==> config.mk <==
export PLATFORM = sky130hd
export DESIGN_NAME = load_store_unit
export DESIGN_NICKNAME = d
export VERILOG_FILES = /design/src/rtl/load_store_unit.sv
export SDC_FILE = /design/constraint.sdc
export NUM_CORES = 1
export LEC_CHECK = 0
export ABC_AREA = 0
export BUFFER_PORTS_ARGS = -buffer_cell sky130_fd_sc_hd__buf_2
export CAP_MARGIN = 20
export CORE_ASPECT_RATIO = 1.4
export CORE_MARGIN = 3
export CORE_UTILIZATION = 40
export CTS_BUF_LIST = sky130_fd_sc_hd__clkbuf_8
export CTS_CLUSTER_DIAMETER = 30
export DETAILED_ROUTE_END_ITERATION = 8
export HOLD_SLACK_MARGIN = 0.15
export PLACE_DENSITY = 0.61
export SYNTH_ARGS = -nofsm -noshare
export SYNTH_HDL_FRONTEND = slang
export SYNTH_SLANG_ARGS = --single-unit
==> constraint.sdc <==
create_clock -name clk -period 8.6 [get_ports clk]
set_input_delay 1.29 -clock clk [delete_from_list [all_inputs] [get_ports clk]]
set_output_delay 1.29 -clock clk [all_outputs]
set_load 0.01 [all_outputs]
==> src/rtl/load_store_unit.sv <==
// Load/store unit between execute and load-extension stages: drives a word-organised
// data memory with byte enables and splits misaligned halves/words into two accesses.
module load_store_unit #(
   parameter logic MISALIGN_EN = 1'b1
) (
   input  logic        clk,
   input  logic        reset,
   input  logic        req_valid,
   output logic        req_ready,
   input  logic        req_we,
   input  logic [1:0]  req_size,
   input  logic [31:0] req_addr,
   input  logic [31:0] req_wdata,
   output logic        rsp_valid,
   output logic        rsp_err,
   output logic [31:0] rsp_rdata,
   output logic        mem_req,
   output logic        mem_we,
   output logic [31:0] mem_addr,
   output logic [3:0]  mem_be,
   output logic [31:0] mem_wdata,
   input  logic        mem_gnt,
   input  logic        mem_rvalid,
   input  logic [31:0] mem_rdata
);

   typedef enum logic [2:0] {IDLE, REQ0, WAIT0, REQ1, WAIT1, RESP} state_t;

   state_t      state_q, state_d;
   logic        we_q, we_d;
   logic [1:0]  size_q, size_d;
   logic [1:0]  off_q, off_d;
   logic        split_q, split_d;
   logic [31:0] addr1_q, addr1_d;
   logic [3:0]  be1_q, be1_d;
   logic [31:0] wdata1_q, wdata1_d;
   logic [31:0] rdata0_q, rdata0_d;

   logic        req_ready_q, req_ready_d;
   logic        rsp_valid_q, rsp_valid_d;
   logic        rsp_err_q, rsp_err_d;
   logic [31:0] rsp_rdata_q, rsp_rdata_d;
   logic        mem_req_q, mem_req_d;
   logic        mem_we_q, mem_we_d;
   logic [31:0] mem_addr_q, mem_addr_d;
   logic [3:0]  mem_be_q, mem_be_d;
   logic [31:0] mem_wdata_q, mem_wdata_d;

   logic [3:0]  be_base;
   logic [7:0]  be_wide;
   logic [63:0] wdata_wide;
   logic        misaligned;
   logic        illegal;

   // Shifting into a double-width vector yields both accesses at once:
   // the low half is the first word, the high half spills into the next word.
   always_comb begin
      unique case (req_size)
         2'b00:   be_base = 4'b0001;
         2'b01:   be_base = 4'b0011;
         default: be_base = 4'b1111;
      endcase
      be_wide    = {4'b0000, be_base} << req_addr[1:0];
      wdata_wide = {32'h0000_0000, req_wdata} << {req_addr[1:0], 3'b000};
      misaligned = ((req_size == 2'b01) && (req_addr[1:0] == 2'b11)) ||
                   ((req_size == 2'b10) && (req_addr[1:0] != 2'b00));
      illegal    = (req_size == 2'b11) || (misaligned && !MISALIGN_EN);
   end

   function automatic logic [31:0] assemble(input logic [31:0] hi, input logic [31:0] lo,
                                            input logic [1:0] off, input logic [1:0] size);
      logic [63:0] s;
      s = {hi, lo} >> {off, 3'b000};
      unique case (size)
         2'b00:   assemble = {24'h000000, s[7:0]};
         2'b01:   assemble = {16'h0000, s[15:0]};
         default: assemble = s[31:0];
      endcase
   endfunction

   always_comb begin
      state_d     = state_q;
      we_d        = we_q;
      size_d      = size_q;
      off_d       = off_q;
      split_d     = split_q;
      addr1_d     = addr1_q;
      be1_d       = be1_q;
      wdata1_d    = wdata1_q;
      rdata0_d    = rdata0_q;
      req_ready_d = req_ready_q;
      rsp_valid_d = 1'b0;
      rsp_err_d   = rsp_err_q;
      rsp_rdata_d = rsp_rdata_q;
      mem_req_d   = mem_req_q;
      mem_we_d    = mem_we_q;
      mem_addr_d  = mem_addr_q;
      mem_be_d    = mem_be_q;
      mem_wdata_d = mem_wdata_q;

      unique case (state_q)
         IDLE: begin
            if (req_valid) begin
               we_d        = req_we;
               size_d      = req_size;
               off_d       = req_addr[1:0];
               split_d     = misaligned;
               addr1_d     = {req_addr[31:2], 2'b00} + 32'd4;
               be1_d       = be_wide[7:4];
               wdata1_d    = wdata_wide[63:32];
               req_ready_d = 1'b0;
               if (illegal) begin
                  state_d     = RESP;
                  rsp_valid_d = 1'b1;
                  rsp_err_d   = 1'b1;
                  rsp_rdata_d = '0;
               end else begin
                  state_d     = REQ0;
                  mem_req_d   = 1'b1;
                  mem_we_d    = req_we;
                  mem_addr_d  = {req_addr[31:2], 2'b00};
                  mem_be_d    = be_wide[3:0];
                  mem_wdata_d = wdata_wide[31:0];
               end
            end
         end
         REQ0: begin
            if (mem_gnt) begin
               mem_req_d = 1'b0;
               mem_be_d  = '0;
               if (!we_q) begin
                  state_d = WAIT0;
               end else if (split_q) begin
                  state_d     = REQ1;
                  mem_req_d   = 1'b1;
                  mem_addr_d  = addr1_q;
                  mem_be_d    = be1_q;
                  mem_wdata_d = wdata1_q;
               end else begin
                  state_d     = RESP;
                  rsp_valid_d = 1'b1;
                  rsp_err_d   = 1'b0;
                  rsp_rdata_d = '0;
               end
            end
         end
         WAIT0: begin
            if (mem_rvalid) begin
               rdata0_d = mem_rdata;
               if (split_q) begin
                  state_d     = REQ1;
                  mem_req_d   = 1'b1;
                  mem_addr_d  = addr1_q;
                  mem_be_d    = be1_q;
                  mem_wdata_d = wdata1_q;
               end else begin
                  state_d     = RESP;
                  rsp_valid_d = 1'b1;
                  rsp_err_d   = 1'b0;
                  rsp_rdata_d = assemble(32'h0000_0000, mem_rdata, off_q, size_q);
               end
            end
         end
         REQ1: begin
            if (mem_gnt) begin
               mem_req_d = 1'b0;
               mem_be_d  = '0;
               if (!we_q) begin
                  state_d = WAIT1;
               end else begin
                  state_d     = RESP;
                  rsp_valid_d = 1'b1;
                  rsp_err_d   = 1'b0;
                  rsp_rdata_d = '0;
               end
            end
         end
         WAIT1: begin
            if (mem_rvalid) begin
               state_d     = RESP;
               rsp_valid_d = 1'b1;
               rsp_err_d   = 1'b0;
               rsp_rdata_d = assemble(mem_rdata, rdata0_q, off_q, size_q);
            end
         end
         RESP: begin
            state_d     = IDLE;
            req_ready_d = 1'b1;
         end
         default: begin
            state_d     = IDLE;
            req_ready_d = 1'b1;
            mem_req_d   = 1'b0;
            mem_be_d    = '0;
         end
      endcase
   end

   always_ff @(posedge clk or posedge reset) begin
      if (reset) begin
         state_q     <= IDLE;
         we_q        <= 1'b0;
         size_q      <= '0;
         off_q       <= '0;
         split_q     <= 1'b0;
         addr1_q     <= '0;
         be1_q       <= '0;
         wdata1_q    <= '0;
         rdata0_q    <= '0;
         req_ready_q <= 1'b1;
         rsp_valid_q <= 1'b0;
         rsp_err_q   <= 1'b0;
         rsp_rdata_q <= '0;
         mem_req_q   <= 1'b0;
         mem_we_q    <= 1'b0;
         mem_addr_q  <= '0;
         mem_be_q    <= '0;
         mem_wdata_q <= '0;
      end else begin
         state_q     <= state_d;
         we_q        <= we_d;
         size_q      <= size_d;
         off_q       <= off_d;
         split_q     <= split_d;
         addr1_q     <= addr1_d;
         be1_q       <= be1_d;
         wdata1_q    <= wdata1_d;
         rdata0_q    <= rdata0_d;
         req_ready_q <= req_ready_d;
         rsp_valid_q <= rsp_valid_d;
         rsp_err_q   <= rsp_err_d;
         rsp_rdata_q <= rsp_rdata_d;
         mem_req_q   <= mem_req_d;
         mem_we_q    <= mem_we_d;
         mem_addr_q  <= mem_addr_d;
         mem_be_q    <= mem_be_d;
         mem_wdata_q <= mem_wdata_d;
      end
   end

   assign req_ready = req_ready_q;
   assign rsp_valid = rsp_valid_q;
   assign rsp_err   = rsp_err_q;
   assign rsp_rdata = rsp_rdata_q;
   assign mem_req   = mem_req_q;
   assign mem_we    = mem_we_q;
   assign mem_addr  = mem_addr_q;
   assign mem_be    = mem_be_q;
   assign mem_wdata = mem_wdata_q;

endmodule

After elaboration in Yosys (flattened, before gate mapping). Cells that the tools add are included.

Add/sub/neg operators: 1. Equal/unequal tests: 22. Shift operators: 4. Multiplexer cells: 78. Bitwise operators: 3. Reductions and logical operators: 20.

Operators by type and width (number): $mux 32 (22); $pmux 32 s3 (2); $pmux 32 s5 (1); $pmux 32 s2 (2); $shl 32x5->64 (1); $shr 64x5->32 (1); $add 32x3->32 const B (1); $mux 4 (8); $shr 32x5->32 (1); $mux 1 (28); $mux 3 (8); $ne 2x2->1 const B (12); $pmux 4 s5 (1); $pmux 1 s5 (3); $pmux 3 s5 (1); $reduce_and 11->1 (1); $reduce_and 9->1 (1); $pmux 4 s2 (1); $shl 4x2->8 (1); $reduce_and 7->1 (1); $eq 2x2->1 const B (3); $eq 3x2->1 const B (2); $eq 3x3->1 const B (2); $reduce_and 2->1 (3); other kinds (16) (21).

Register bits after elaboration: 214. Input port bits: 104.

Logic depth before layout (Yosys ltp). Gate-level depths: netlist of the first run.

Depth after elaboration: 6. Depth in mapped cells: 8. Mapped depth without buffers: 6.

Least setup slack after synthesis of the first run. No wires, ideal clock.

Path kind: input -> register. Start: in req_size[0]. End: reg mem_addr_q[14], in the netlist mem_addr[14]. Arrival: 2.642 ns. Data required time: 8.475 ns. Slack: 5.833 ns. Cell stages on the path: 7. Path buffers: 2. Cells stage by stage: clkbuf_1 -> nand2_1 -> a32o_1 -> nand2_1 -> a21oi_2 -> buf_4 -> mux2_2.

Cells in the longest elaborated chain, start to end: 3.

Ends and longest elaborated chain: from (decl) (RTL line 11) `input logic [1:0] req_size,`; $eq 2x2->1 (RTL line 67) `illegal = (req_size == 2'b11) || (misaligned && !MISALIGN_EN);`; $ne 2x2->1 (no line); $reduce_and 6->1 (no line); to (signal assigned) (RTL line 235) `mem_addr_q <= mem_addr_d;`; to (decl) (RTL line 45) `logic [31:0] mem_addr_q, mem_addr_d;`.

Every way passes these cells. A chain may end at the register's enable or synchronous reset.

Worst setup path after layout of the first run.
Start: in req_size[0]. End: reg mem_addr_q[6], in the netlist mem_addr[6].

Same word-level chain as after synthesis.

==> results of run 1 <==
-- cells in the final DEF, fill, tap and decap left out, drive strengths merged, types with 6 or more instances in the layout --
cell type / synthesis / layout
a211oi: 18 / 18
a21oi: 62 / 62
a221oi: 6 / 6
a22oi: 8 / 8
buf: 38 / 219
clkbuf: 42 / 47
clkinv: 0 / 11
dfrtp: 200 / 200
inv: 10 / 20
mux2: 111 / 111
mux2i: 60 / 60
nand2: 250 / 250
nand3: 30 / 30
nand4: 9 / 9
nor2: 53 / 53
nor2b: 19 / 19
nor3: 12 / 12
o21ai: 104 / 104
o22ai: 17 / 17
o31ai: 9 / 9
xnor2: 8 / 8
xor2: 21 / 21
-- sequential cells by signal (all words and copies together) (netlist names) --
signal / cells
addr1_q: 30
be1_q: 3
mem_addr: 30
mem_be: 4
mem_req: 1
mem_wdata: 32
mem_we: 1
off_q: 2
rdata0_q: 32
req_ready: 1
rsp_err: 1
rsp_rdata: 32
rsp_valid: 1
size_q: 2
split_q: 1
state_q: 3
wdata1_q: 24
we_q: 1
-- kinds of logic (layout without fill, tap and decap cells) --
kind of cell	after synthesis	count (layout)	share of synthesized area, %
mux	171	171	17.3
other cells	1	2	0.0351
compound gates	240	240	13.0
simple gates	394	394	16.1
xor+xnor	29	29	2.38
fa+ha+maj	1	1	0.117
flops	201	201	47.1
buf+inv	90	305	3.96
-- worst min-delay path, cell delays in order, from the launching register on --
cell	delay, ns
sky130_fd_sc_hd__dfrtp_1	0.34
sky130_fd_sc_hd__nand2_1	0.04
sky130_fd_sc_hd__o21ai_0	0.06
-- synth_stat cells (19+ instances only) --
master / number
sky130_fd_sc_hd__nor2_1: 52
sky130_fd_sc_hd__mux2_2: 109
sky130_fd_sc_hd__clkbuf_1: 42
sky130_fd_sc_hd__nand2_1: 250
sky130_fd_sc_hd__o21ai_0: 102
sky130_fd_sc_hd__nand3_1: 29
sky130_fd_sc_hd__buf_2: 20
sky130_fd_sc_hd__a21oi_1: 61
sky130_fd_sc_hd__xor2_1: 21
sky130_fd_sc_hd__nor2b_1: 19
sky130_fd_sc_hd__dfrtp_1: 200
sky130_fd_sc_hd__mux2i_1: 60
-- per-layer routing --
metal	track usage (%)	part of all wire (%)
met5	0	0.12
met3	5.17	6.6
met2	35.2	49
met4	7.89	3.3
met1	25.6	41
-- cell type report --
cell class,instances,share of cell area (%)
clock buffer,47,5.05
inverter,10,0.352
sequential,201,39.3
tap,324,3.16
clock inverter,29,2.13
multi-input combinational,837,41.1
timing repair buffer,219,8.97
-- where the power goes --
group	internal (W)	leakage (nW)	switching (W)
registers	0.00137	2.55	0.000259
clock network	0.000657	0.506	0.000446
logic	0.000799	3.05	0.00111
total	0.00282	6.11	0.00181
-- metrics by stage --
| step | utilization, % | worst slack (ns) | power, W | cells |
|---|---|---|---|---|
| 4_1_cts | 48.8 | 5.27 | 0.00468 | 1666 |
| 2_1_floorplan | - | 1.83 | 0.00294 | 1128 |
| 5_1_grt | 48.9 | 5.04 | 0.00499 | 1667 |
| 6_report | 48.9 | 5.26 | 0.00464 | 1667 |
| 3_5_place_dp | 45.3 | 4.69 | 0.00355 | 1590 |
| 3_3_place_gp | 45.3 | 4.70 | 0.00351 | 1590 |
-- worst max path at each step --
stage                                endpoint  slack (ns)  depth (start not counted)
finish                mem_addr[6]$_DFFE_PP0P_        5.26                          7
CTS                  mem_addr[28]$_DFFE_PP0P_        5.27                          7
global placement     mem_addr[12]$_DFFE_PP0P_        4.70                          7
floorplan             addr1_q[10]$_DFFE_PP0P_        1.83                          1
detailed placement   mem_addr[28]$_DFFE_PP0P_        4.69                          7
global route        rsp_rdata[24]$_DFFE_PP0P_        5.04                          7
==> flow_summary_export.csv, run 1 <==
group,metric,value,unit
run_status,status,"finished, final reports clean",
die,floorplan.rows,70,
logic_synthesis,asyncSetResetFlopFracSynth,100,%
critical_path,worst_path_max_delay_cell,"sky130_fd_sc_hd__a21oi_4",
timing,max_slew_margin,27.8,%
critical_path,reg2reg_slack,5.32,ns
place,dp.final_hpwl,20500,um
timing,final-hold-violation-count,0,
logic_synthesis,post-synth-top-area-fraction,46.9,%
timing,fin_crit_sh,38.8,%
logic_synthesis,synthesis.yosys.warnings,0,
logic_synthesis,syn_area_cell,9.47,um^2
finish,nFillCells,2486,
logic_synthesis,yosysUniqueCellTypes,56,
grt,initial_antenna_violation_count,3,
critical_path,cp.buffers_inverters,2,
hold_path,worst_min_delay_path_class,"register to register",
logic_synthesis,synthesis.instances,1127,
logic_synthesis,synth_flop_cell,"sky130_fd_sc_hd__dfrtp_1",
hold_path,hold_path_depth,2,
hold_path,worstHoldEndpoint,"rsp_rdata[4]$_DFFE_PP0P_",
die,die_h,199,um
cts,cts_hold_buffers,0,
timing,final.hold.worst_slack,0.470,ns
power_and_ir_drop,vdd.ir_drop.worst,0.163,mV
place,routabilityCongestion,0.849,
logic_synthesis,synth-edff-count,0,
grt,grt_first_pass_wirelength,47900,um
timing,tightest_slew,1.08,ns
finish,layout.nets,1416,
die,design.die.area,28700,um^2
die,initial_utilization,40.8,%
flow_run,cap_violations,0,
cts,total_setup_buffers_inserted_after_cts,0,
timing,final-max-slew-violation-count,0,
hold_path,startpoint_of_the_tightest_hold_check_path,"rsp_rdata[4]$_DFFE_PP0P_",
drt,vias,8947,
logic_synthesis,netlist_top_cells_area,"sky130_fd_sc_hd__dfrtp_1 47%, sky130_fd_sc_hd__mux2_2 11%, sky130_fd_sc_hd__nand2_1 8.8%",
power_and_ir_drop,cellPowerDensity,362,nW/um^2
timing,timing.clock.skew,0.0147,ns
cts,htree_levels,2,
logic_synthesis,synth_area,10700,um^2
grt,global_route.overflow_total,0,
logic_synthesis,synth_top_area_cell,"sky130_fd_sc_hd__dfrtp_1",
finish,insertedDiodeCount,0,
cts,cts.sink_count,201,
cts,cts_repair_resize_count,0,
critical_path,critical_path.top_delay_family,"compound AO/OA/AOI/OAI gates",
grt,grt_pass1_vias,8901,
drt,post_drt_wl_per_cell,18.1,um
critical_path,critical_path_source_type,"input port",
drt,detail_route.iter0.violations,429,
timing,report.final.setup_viol,0,
logic_synthesis,synth.ff_latch_count,201,
finish,finished_cell_area,12800,um^2
drt,final_antenna_net_count,0,
timing,grt_setup_unrepaired,"false",
die,fp.dieW,144,um
place,placed_cell_area,11900,um^2
cts,clk_root_buffer_cell,"sky130_fd_sc_hd__clkbuf_8",
cts,cts-root-to-sink-buffers,3,
drt,drtPass1Iterations,5,
timing,setup_tns,0,ns
grt,global_route.usage.total,20.8,%
drt,total_routed_wirelength,30200,um
critical_path,cp_max_fo,33,
critical_path,crit_path_cell_trace,"buf_2, nand2_1, a32o_1, nand2_1, a21oi_4, buf_4, mux2_2",
timing,final_period_minus_worst_setup_slack,3.34,ns
cts,worst_setup_hold_path_clk_slew,0.06,ns
critical_path,criticalPathCategory,"input port to register",
critical_path,arrival,3.76,ns
critical_path,regToRegStartpoint,"state_q[0]$_DFFE_PP0P_",
critical_path,crit_path_end_kind,"register",
place,port_buffers,206,
critical_path,critical_path.max_stage_delay,0.85,ns
critical_path,crit_path_frequent_cell,"sky130_fd_sc_hd__nand2_1",
die,boundaryPins,209,
logic_synthesis,synth-seq-area-share,47.1,%
drt,post-route-drc-count,0,
timing,fmax,300,MHz
grt,grt_max_degree,133,
critical_path,ff2ff_path_depth,4,
cts,worst_skew_pair.late_latency,0.55,ns
cts,cts_tree,"done",
finish,flow.area_growth_from_synthesis,20.0,%
critical_path,startpoint,"req_size[0]",
finish,final-seq-area,5030,um^2
finish,post_route_cells_drive_above_1_share,30.5,%
finish,multi_input_comb_area,5260,um^2
drt,detail_route.vias_per_cell,5.37,
die,core,26200,um^2
critical_path,crit_required,9.02,ns
power_and_ir_drop,cellLeakagePower,6.11,nW
critical_path,critical_path.reg2reg.endpoint,"mem_addr[6]$_DFFE_PP0P_",
cts,tritoncts.num_buffers,42,
Note: power is estimated with default switching activity, not from simulation.
==> run 2: changes to the inputs <==
==> constraint.sdc (replaced) <==
create_clock -name clk -period 3.1 [get_ports clk]
set_input_delay 0.465 -clock clk [delete_from_list [all_inputs] [get_ports clk]]
set_output_delay 0.465 -clock clk [all_outputs]
set_load 0.01 [all_outputs]
==> run 2 against run 1 <==
Power grew to 2.8 times the previous value. Hold slack lost 0.29 ns. First-iteration DRC count grew 3.7%. Clock-buffer cell count grew 9. Utilization grew 1.5 points. Flip-flop and latch count is the same. Final cell count grew 1.9%. Clock skew grew 0.011 ns. Global-route usage grew 0.46 points. Non-clock buffer count grew 29. Register-to-register slack lost 4.7 ns. Critical endpoint is now rsp_rdata[21]$_DFFE_PP0P_.
==> flow_summary_export.csv, run 2 (synthesized netlist as in run 1, its figures left out) <==
group,metric,value,unit
run_status,status,"finished, final reports clean",
critical_path,crit_required,3.55,ns
timing,final_period_minus_worst_setup_slack,2.46,ns
timing,fmax,407,MHz
die,design.die.area,28700,um^2
grt,grt_first_pass_wirelength,48700,um
timing,tightest_slew,0.767,ns
drt,post-route-drc-count,0,
drt,vias,9102,
finish,post_route_cells_drive_above_1_share,31.8,%
critical_path,cp_max_fo,21,
cts,total_setup_buffers_inserted_after_cts,0,
drt,detail_route.vias_per_cell,5.36,
drt,total_routed_wirelength,30600,um
timing,setup_tns,0,ns
critical_path,arrival,2.91,ns
cts,tritoncts.num_buffers,43,
cts,clk_root_buffer_cell,"sky130_fd_sc_hd__clkbuf_8",
critical_path,critical_path.max_stage_delay,0.63,ns
timing,final.hold.worst_slack,0.185,ns
die,boundaryPins,209,
finish,flow.area_growth_from_synthesis,23.7,%
die,core,26200,um^2
critical_path,crit_path_cell_trace,"or3_4, nor3_1, nor3_4, inv_2, nand2_1, o21ai_0",
grt,initial_antenna_violation_count,3,
timing,max_slew_margin,48.7,%
finish,layout.nets,1446,
flow_run,cap_violations,0,
grt,grt_pass1_vias,9056,
grt,grt_max_degree,53,
cts,cts_repair_resize_count,0,
critical_path,criticalPathCategory,"register to register",
finish,final-seq-area,5030,um^2
die,fp.dieW,144,um
finish,multi_input_comb_area,5260,um^2
cts,cts_hold_buffers,9,
place,routabilityCongestion,0.896,
critical_path,crit_path_end_kind,"register",
critical_path,critical_path.top_delay_family,"simple AND/OR/NAND/NOR gates",
power_and_ir_drop,cellLeakagePower,6.29,nW
drt,post_drt_wl_per_cell,18.0,um
finish,mostFrequentLayoutCells,"249 x sky130_fd_sc_hd__nand2_1, 206 x sky130_fd_sc_hd__buf_2, 199 x sky130_fd_sc_hd__dfrtp_1",
cts,cts_tree,"done",
critical_path,worst_path_max_delay_cell,"sky130_fd_sc_hd__dfrtp_1",
grt,global_route.overflow_total,0,
grt,global_route.usage.total,21.3,%
timing,final-hold-violation-count,0,
timing,timing.clock.skew,0.0258,ns
die,floorplan.rows,70,
power_and_ir_drop,cellPowerDensity,998,nW/um^2
place,port_buffers,206,
cts,htree_levels,2,
finish,layout.cells.most_common,"sky130_fd_sc_hd__nand2_1",
timing,grt_setup_unrepaired,"false",
timing,report.final.setup_viol,0,
drt,detail_route.iter0.violations,445,
die,die_h,199,um
hold_path,worst_min_delay_path_class,"input port to register",
die,initial_utilization,40.8,%
finish,finished_cell_area,13200,um^2
cts,worst_setup_hold_path_clk_slew,0.06,ns
place,dp.final_hpwl,22100,um
timing,fin_crit_sh,79.3,%
finish,nFillCells,2461,
drt,drtPass1Iterations,6,
place,placed_cell_area,12200,um^2
power_and_ir_drop,report.power.total,0.0132,W
cts,cts.sink_count,201,
critical_path,cp.buffers_inverters,1,
finish,layout.cells.non_filler,1698,
critical_path,critical_path_source_type,"register",
power_and_ir_drop,vdd.ir_drop.worst,0.492,mV
place,placedCellCount,1611,
drt,final_antenna_net_count,0,
cts,cts-root-to-sink-buffers,3,
timing,final-max-slew-violation-count,0,
critical_path,reg2reg_slack,0.64,ns
cts,worst_skew_pair.late_latency,0.56,ns
## run 2: cell count changes in the layout (fill, tap and decap cells not counted), sizes merged
cell,before,now
diode,0,1
inv,20,13
buf,219,239
clkbuf,47,56
clkinv,11,12
dlygate4sd3,0,9
bufinv,5,3
## run 2: stage by stage
stage | utilization, % | setup slack [ns]
6_report | 50.4 | 0.640
5_1_grt | 50.4 | 0.381
2_1_floorplan | - | 0.0335
3_5_place_dp | 46.4 | 0.592
4_1_cts | 50.4 | 0.596
3_3_place_gp | 46.4 | 0.727
## run 2: path summary, 6_finish.rpt
check / start / end / depth (start not counted)
setup reg to reg: state_q[2]$_DFFE_PP0P_ / rsp_rdata[21]$_DFFE_PP0P_ / 6
hold reg to reg: rsp_rdata[20]$_DFFE_PP0P_ / rsp_rdata[20]$_DFFE_PP0P_ / 2
max in group asynchronous: reset / mem_addr[18]$_DFFE_PP0P_ / 4
hold / removal: req_wdata[30] / wdata1_q[22]$_DFFE_PP0P_ / 3
setup / recovery: state_q[2]$_DFFE_PP0P_ / rsp_rdata[21]$_DFFE_PP0P_ / 6
min in group asynchronous: reset / addr1_q[4]$_DFFE_PP0P_ / 3
## run 2: layout make-up
type | count | area share (%)
Clock inverter | 21 | 1.45
Sequential cell | 201 | 38.1
Timing Repair Buffer | 248 | 11.4
Multi-Input combinational cell | 837 | 39.8
Clock buffer | 56 | 5.84
Inverter | 10 | 0.313
Antenna cell | 1 | 0.0189
Tap cell | 324 | 3.07
## run 2: power by group
| part | switching (W) | internal (W) | total, W |
|---|---|---|---|
| registers | 0.000803 | 0.00380 | 0.00460 |
| clock network | 0.00124 | 0.00188 | 0.00312 |
| logic | 0.00304 | 0.00241 | 0.00546 |
## run 2: per-layer routing
metal | part of all wire [%] | global-route usage [%] | vias up | wire (um)
li1 | - | - | 4377 | -
met5 | 0.088 | 0 | - | 27
met1 | 40 | 26.3 | 4308 | 12200
met4 | 3.8 | 9.42 | 4 | 1170
met3 | 7.6 | 5.39 | 69 | 2320
met2 | 49 | 35.2 | 344 | 15000
## run 2: worst min-delay path, cell delays in order
cell and delay, ns:
sky130_fd_sc_hd__buf_2 0.11, sky130_fd_sc_hd__nand2_1 0.05, sky130_fd_sc_hd__o21ai_0 0.06
